## src/rtl/fifo_word_packer.sv

```systemverilog
// Pops WIDTH-bit entries from an upstream fifo and packs LANES of them into one wide valid/ready word.
// Optional per-lane even-parity output is enabled by defining FIFO_WORD_PACKER_PARITY_EN.
module fifo_word_packer #(
  parameter int WIDTH = 8,
  parameter int LANES = 4
) (
  input  logic                     clk,
  input  logic                     reset_n,
  input  logic                     fifo_empty,
  output logic                     fifo_rd_n,
  input  logic [WIDTH-1:0]         fifo_dout,
  output logic [WIDTH*LANES-1:0]   out_data,
  output logic [LANES-1:0]         out_keep,
  output logic                     out_valid,
  input  logic                     out_ready,
  input  logic                     flush,
  output logic                     busy
`ifdef FIFO_WORD_PACKER_PARITY_EN
  ,
  output logic [LANES-1:0]         out_parity
`endif
);

  localparam int CW = $clog2(LANES + 1);
  localparam logic [CW:0]   LANES_L = (CW + 1)'(LANES);
  localparam logic [CW-1:0] LAST_L  = CW'(LANES - 1);

  typedef enum logic {FILL, HOLD} state_t;

  state_t        state, next_state;
  logic [CW-1:0] count;
  logic          rd_pend;
  logic          flush_req;
  logic [CW:0]   fill_lvl;
  logic          pop, capture, last_cap, flush_go, handshake;

  function automatic logic [LANES-1:0] keep_mask(input logic [CW-1:0] n);
    logic [LANES-1:0] m;
    for (int k = 0; k < LANES; k++) m[k] = (CW'(k) < n);
    return m;
  endfunction

`ifdef FIFO_WORD_PACKER_PARITY_EN
  function automatic logic lane_parity(input logic [WIDTH-1:0] v);
    return ^v;
  endfunction
`endif

  always_comb begin
    next_state = state;
    fill_lvl   = {1'b0, count} + {{CW{1'b0}}, rd_pend};
    handshake  = out_valid & out_ready;
    capture    = (state == FILL) & rd_pend;
    last_cap   = capture & (count == LAST_L);
    flush_go   = (state == FILL) & flush_req & ~rd_pend;
    // Entries already in flight count against the word so we never over-read.
    pop        = reset_n & (state == FILL) & ~fifo_empty & ~flush_req & (fill_lvl < LANES_L);
    if (state == FILL) begin
      if (last_cap || (flush_go && (count != '0))) next_state = HOLD;
    end else begin
      if (handshake) next_state = FILL;
    end
  end

  assign fifo_rd_n = ~pop;
  assign busy      = (count != '0) | rd_pend | flush_req | out_valid;

  always_ff @(posedge clk) begin
    if (!reset_n) begin
      state     <= FILL;
      count     <= '0;
      rd_pend   <= 1'b0;
      flush_req <= 1'b0;
      out_valid <= 1'b0;
      out_keep  <= '0;
      out_data  <= '0;
`ifdef FIFO_WORD_PACKER_PARITY_EN
      out_parity <= '0;
`endif
    end else begin
      state   <= next_state;
      rd_pend <= pop;
      if (state == FILL) begin
        if (capture) begin
          for (int k = 0; k < LANES; k++) begin
            if (CW'(k) == count) begin
              out_data[k*WIDTH +: WIDTH] <= fifo_dout;
`ifdef FIFO_WORD_PACKER_PARITY_EN
              out_parity[k] <= lane_parity(fifo_dout);
`endif
            end
          end
          count <= count + CW'(1);
        end
        // A word completed on this edge also satisfies any flush that arrives with it.
        if (last_cap) begin
          out_valid <= 1'b1;
          out_keep  <= '1;
        end else if (flush_go) begin
          if (count != '0) begin
            out_valid <= 1'b1;
            out_keep  <= keep_mask(count);
          end else begin
            flush_req <= 1'b0;
          end
        end else if (flush) begin
          flush_req <= 1'b1;
        end
      end else if (handshake) begin
        out_valid <= 1'b0;
        out_keep  <= '0;
        out_data  <= '0;
        count     <= '0;
        flush_req <= 1'b0;
`ifdef FIFO_WORD_PACKER_PARITY_EN
        out_parity <= '0;
`endif
      end
    end
  end

endmodule

```

## config.mk

```make
export PLATFORM = sky130hd
export DESIGN_NAME = fifo_word_packer
export DESIGN_NICKNAME = d
export VERILOG_FILES = /design/src/rtl/fifo_word_packer.sv
export SDC_FILE = /design/constraint.sdc
export NUM_CORES = 1
export LEC_CHECK = 0
export ABC_CLOCK_PERIOD_IN_PS = 2600
export BUFFER_PORTS_ARGS = -buffer_cell sky130_fd_sc_hd__buf_2
export CAP_MARGIN = 20
export CELL_PAD_IN_SITES_DETAIL_PLACEMENT = 1
export CELL_PAD_IN_SITES_GLOBAL_PLACEMENT = 1
export CORE_MARGIN = 5
export CORE_UTILIZATION = 30
export CTS_CLUSTER_DIAMETER = 50
export DETAILED_ROUTE_END_ITERATION = 16
export PLACE_DENSITY = 0.66
export SYNTH_ARGS = -nofsm -noshare
export SYNTH_HDL_FRONTEND = slang
export SYNTH_SLANG_ARGS = --single-unit
```

## constraint.sdc

```tcl
create_clock -name clk -period 2.6 [get_ports clk]
set_input_delay 0.39 -clock clk [delete_from_list [all_inputs] [get_ports clk]]
set_output_delay 0.39 -clock clk [all_outputs]
set_load 0.01 [all_outputs]
```

Yosys cells after proc, flatten, opt, wreduce, memory -nomap -nowiden
Cells that the tools add are included.
- register bits after elaboration: 43
- bits of input ports: 13
- output and inout port bits: 39
- word-level logic and storage cells: 88
- add/subtract/negate cells: 2
- magnitude comparators: 5
- equality and inequality tests: 7
- muxes and demuxes: 28
- bitwise operators: 17
- reduce and logical (&&, ||, !) cells: 19
- operator list (operator ; number):
    32-bit 2-to-1 mux ; 3
    8-bit 2-to-1 mux ; 4
    4-bit 2-to-1 mux ; 5
    3-bit AND reduction ; 5
    1-bit 2-to-1 mux ; 13
    3-bit nonzero test ; 4
    2-bit nonzero test ; 5
    1-bit bitwise AND ; 9
    3-bit 2-to-1 mux ; 3
    2-bit by 3-bit == test with 1-bit output, first input constant ; 2
    1-bit by 3-bit less-than comparator with 1-bit output, first input constant ; 2
    2-bit by 3-bit less-than comparator with 1-bit output, first input constant ; 2
    1-bit NOT ; 5
    3-bit by 1-bit adder with 4-bit output ; 1
    4-bit by 3-bit less-than comparator with 1-bit output, second input constant ; 1
    4-bit AND reduction ; 1
    3-bit by 1-bit adder with 3-bit output, second input constant ; 1
    1-bit by 3-bit == test with 1-bit output, first input constant ; 1
    3-bit by 2-bit == test with 1-bit output, second input constant ; 1
    3-bit zero test ; 1
    3-bit inequality test, second input constant ; 1
    1-bit OR ; 3
    2-bit by 1-bit inequality test with 1-bit output, second input constant ; 1
    2-bit inequality test, second input constant ; 1
    3 further kinds ; 3

Logic depth before layout (Yosys ltp)
- depth in word-level cells: 7
- gate-level depth with buffers: 8
- mapped depth without buffers: 5

Worst setup path before layout
No wires, ideal clock.
- path kind: register to output
- from: register count[1]
- to: output busy
- arrival: 1635 ps
- required time: 2210 ps
- setup slack: 575 ps
- stages on the path, launching flop included: 7
- path buffers: 2
- path through: dfxtp_1 -> buf_2 -> clkinv_1 -> clkbuf_1 -> ha_1 -> nand2b_1 -> or4_1
- word-level cells in the longest chain between the ends: 4
- ends and longest elaborated chain (item ; line ; source):
    from (decl) ; 31 ; logic [CW-1:0] count;
    from (signal assigned) ; 93 ; count <= count + CW'(1);
    3-bit nonzero test ; 66 ; assign busy = (count != '0) | rd_pend | flush_req | out_valid;
    1-bit OR (3 in a row) ; 66 ;
    to (decl) ; 17 ; output logic busy
Every way passes these cells.

Worst setup path after layout
- from: register state
- to: output fifo_rd_n
- word-level cells in the longest chain between the ends: 6
- ends and longest elaborated chain (item ; line ; source):
    from (decl) ; 30 ; state_t state, next_state;
    from (signal assigned) ; 81 ; state <= next_state;
    1-bit NOT ; -- ;
    1-bit bitwise AND (4 in a row) ; 57 ; pop = reset_n & (state == FILL) & ~fifo_empty & ~flush_req & (fill_lvl < LANES_L);
    1-bit NOT ; 65 ; assign fifo_rd_n = ~pop;
    to (decl) ; 10 ; output logic fifo_rd_n,
Every way passes these cells.

==> qor.txt <==
Layout area overhead: 17.6%
Clock transition at path regs: 90 ps
Maximum fanout along the worst path: 21
Mean area per synthesized cell: 8.73 um2
Crit path cell chain: or4_4, a311o_1, buf_2
Core Area: 6350 um2
Resize count post-CTS: 0
Fin Setup TNS: 0 ps
WP data required: 2210 ps
Hold buffer count at CTS: 0
First drt pass iteration count: 4
Worst Hold Class: input pin to flop
CP arrival: 1790 ps
CTS Buf Count: 5
Layout cells sized above 1: 26.9%
Die height: 90.9 um
Vias per cell: 5.16
Inst Count DP: 333
Top cells by area, synth: dfxtp_1 (44%), nand3_1 (12%), a21oi_1 (9.2%), o211ai_1 (6.1%), buf_2 (3.1%)
Clk_lat worst skew: 300 ps
Largest net degree at the start of global routing: 36
Reg-to-Reg Start: state$_SDFF_PN0_
Clock Tree Root: clkbuf_8
Critical path capture point type: output port
Status: completed
Core Rows: 29
HPWL after detailed placement: 3760 um
Reg-to-reg critical path endpoint: out_keep[2]$_SDFFE_PN0P_
Antenna cells: 0
Seq/Total Area, Yosys: 43.8%
Setup violators final: 0
Slew margin rel.: 58.6%
1st-iter DRT viols: 61
Drt wl/cell: 15.6 um
Max VDD drop: 200 uV
Final worst path period need: 2180 ps
Worst-Margin Slew: 621 ps
Die ar.: 8270 um2
Placer Congestion: 0.709
Most common flop cell mapped by yosys: dfxtp_1
TritonCTS clock tree: done
Count leader, synth: nand3_1
DR DRC count: 0
CP Launch Type: flop
Cell Area, Synth: 1960 um2
# clock sinks: 43
Max clock buf depth: 2
Crit. Startpoint: state$_SDFF_PN0_
Tot GR Track Use: 13.0%
Gr ovfl total: 0
Syn nets: 241
Slew Limit Fails: 0
Distinct cells, synth: 37
Post-synth EDFFs: 0
Synthesized flop and latch total: 43
# H-tree levels: 2
F_max: 460 MHz
Layout Skew: 7.35 ps
Synth area leader: dfxtp_1
Commonest cells in the netlist: nand3_1 (46), dfxtp_1 (43), a21oi_1 (36)
Unrepaired setup endpoints after global routing: no
Share of Yosys cell area claimed by the top area cell type: 43.8%
IO buf count: 51
Ys async rst share: 0%
Detail Route Antenna Nets: 0
Finished Layout Cells: 341
Drt total wl: 5320 um
Global-route wire length before repair: 9090 um
Initial Utilization: 30.9%
Post-synthesis cell count: 225
Setup Fix Bufs, Post-CTS: 0
Slowest stage delay, CP: 560 ps
Ys Warns: 0
FF-to-FF setup slack: 660 ps
Initial antenna violation count: 0
PwrDens: 549 nW/um2
DR vias: 1759
Hold Violations, Final: 0
Final period utilization: 83.7%
Reg2Reg Depth: 3
CP max stage cell: or4_4
Critical path class: flop to output port
Hold EP: rd_pend$_SDFF_PN0_
I/O pin total: 52
Vias in the first global route: 1833
Worst hold stages: 2
Chip width: 90.9 um
Nets: 279
Max capacitance violation total: 0
Lkg Pwr: 0.944 nW
Worst Hold Launch: fifo_empty
[through the flow]
stage | util [%] | hold WS (ps) | worst slack (ps) | instance area, um2 | power [mW]
3_3_place_gp | 35.0 | 456 | 715 | 2220 | 0.846
6_report | 36.4 | 269 | 425 | 2310 | 1.27
4_1_cts | 36.4 | 266 | 404 | 2310 | 1.28
3_5_place_dp | 35.0 | 458 | 650 | 2220 | 0.847
2_1_floorplan | - | 467 | 575 | 1960 | 0.803
5_1_grt | 36.4 | 277 | 330 | 2310 | 1.33
[critical path, delay by kind of cell (launching register included)]
kind                   cells  cell delay, ps
flip-flops                 1             520
AND/OR/NAND/NOR            1             560
buffers and inverters      1             140
AO/OA/AOI/OAI              1             270
[cells by family after synthesis]
group	synth area share [%]
multiplexers	2.04
AND/OR/NAND/NOR	24.5
XOR/XNOR	0.446
adder cells (fa/ha/maj)	1.91
AO/OA/AOI/OAI	19.6
buffers and inverters	7.71
flip-flops	43.8
[layout by cell type, fill, tap and decap left out, types with 2 or more instances in the layout]
| cell type | Yosys | final |
|---|---|---|
| buf_4 | 0 | 5 |
| clkbuf_8 | 0 | 5 |
| and4bb_2 | 2 | 2 |
| nand4bb_1 | 3 | 3 |
| nand2b_1 | 2 | 2 |
| a21oi_1 | 36 | 36 |
| clkinvlp_4 | 0 | 2 |
| mux2i_1 | 4 | 4 |
| inv_1 | 2 | 2 |
| nor2b_1 | 9 | 9 |
| o21ai_0 | 2 | 2 |
| o211ai_1 | 16 | 16 |
| nand2_1 | 11 | 11 |
| inv_2 | 2 | 2 |
| dfxtp_1 | 43 | 43 |
| ha_1 | 3 | 3 |
| buf_2 | 12 | 51 |
| nand3b_1 | 2 | 2 |
| nand3_1 | 46 | 46 |
[sequential cells by signal, summed over array words and instances, names as in the netlist]
signal / cells
out_valid: 1
out_keep: 4
count: 3
flush_req: 1
out_data: 32
rd_pend: 1
state: 1
[per-layer routing]
metal | vias to the layer above | share of wire, % | track usage, %
li1 | 887 | - | -
met1 | 831 | 49 | 17.6
met2 | 32 | 46 | 20.5
met3 | 9 | 3.7 | 2.58
met4 | 0 | 1.5 | 4.52
met5 | - | 0 | 0
[final cells by class]
type | instances | area (um2)
fill | 770 | 4040
sequential | 43 | 861
multi-input combinational | 152 | 952
timing repair buffer | 56 | 293
clock inverter | 3 | 20.0
clock buffer | 5 | 68.8
inverter | 5 | 18.8
tap | 77 | 96.3
[worst max-delay path by stage]
stage / endpoint / slack, ps / cells after the start
4_1_cts: fifo_rd_n / 400 / 3
5_1_grt: busy / 330 / 5
3_3_place_gp: out_keep[2]$_SDFFE_PN0P_ / 710 / 3
6_report: fifo_rd_n / 420 / 3
3_5_place_dp: out_keep[2]$_SDFFE_PN0P_ / 650 / 3
2_1_floorplan: busy / 580 / 6
[power breakdown]
group	switching, mW	leakage [nW]	internal [mW]
registers	0.0191	0.348	0.675
logic	0.0828	0.556	0.0537
clock network	0.249	0.0402	0.187
total	0.351	0.944	0.916
Power figures use the tool's default switching activity.
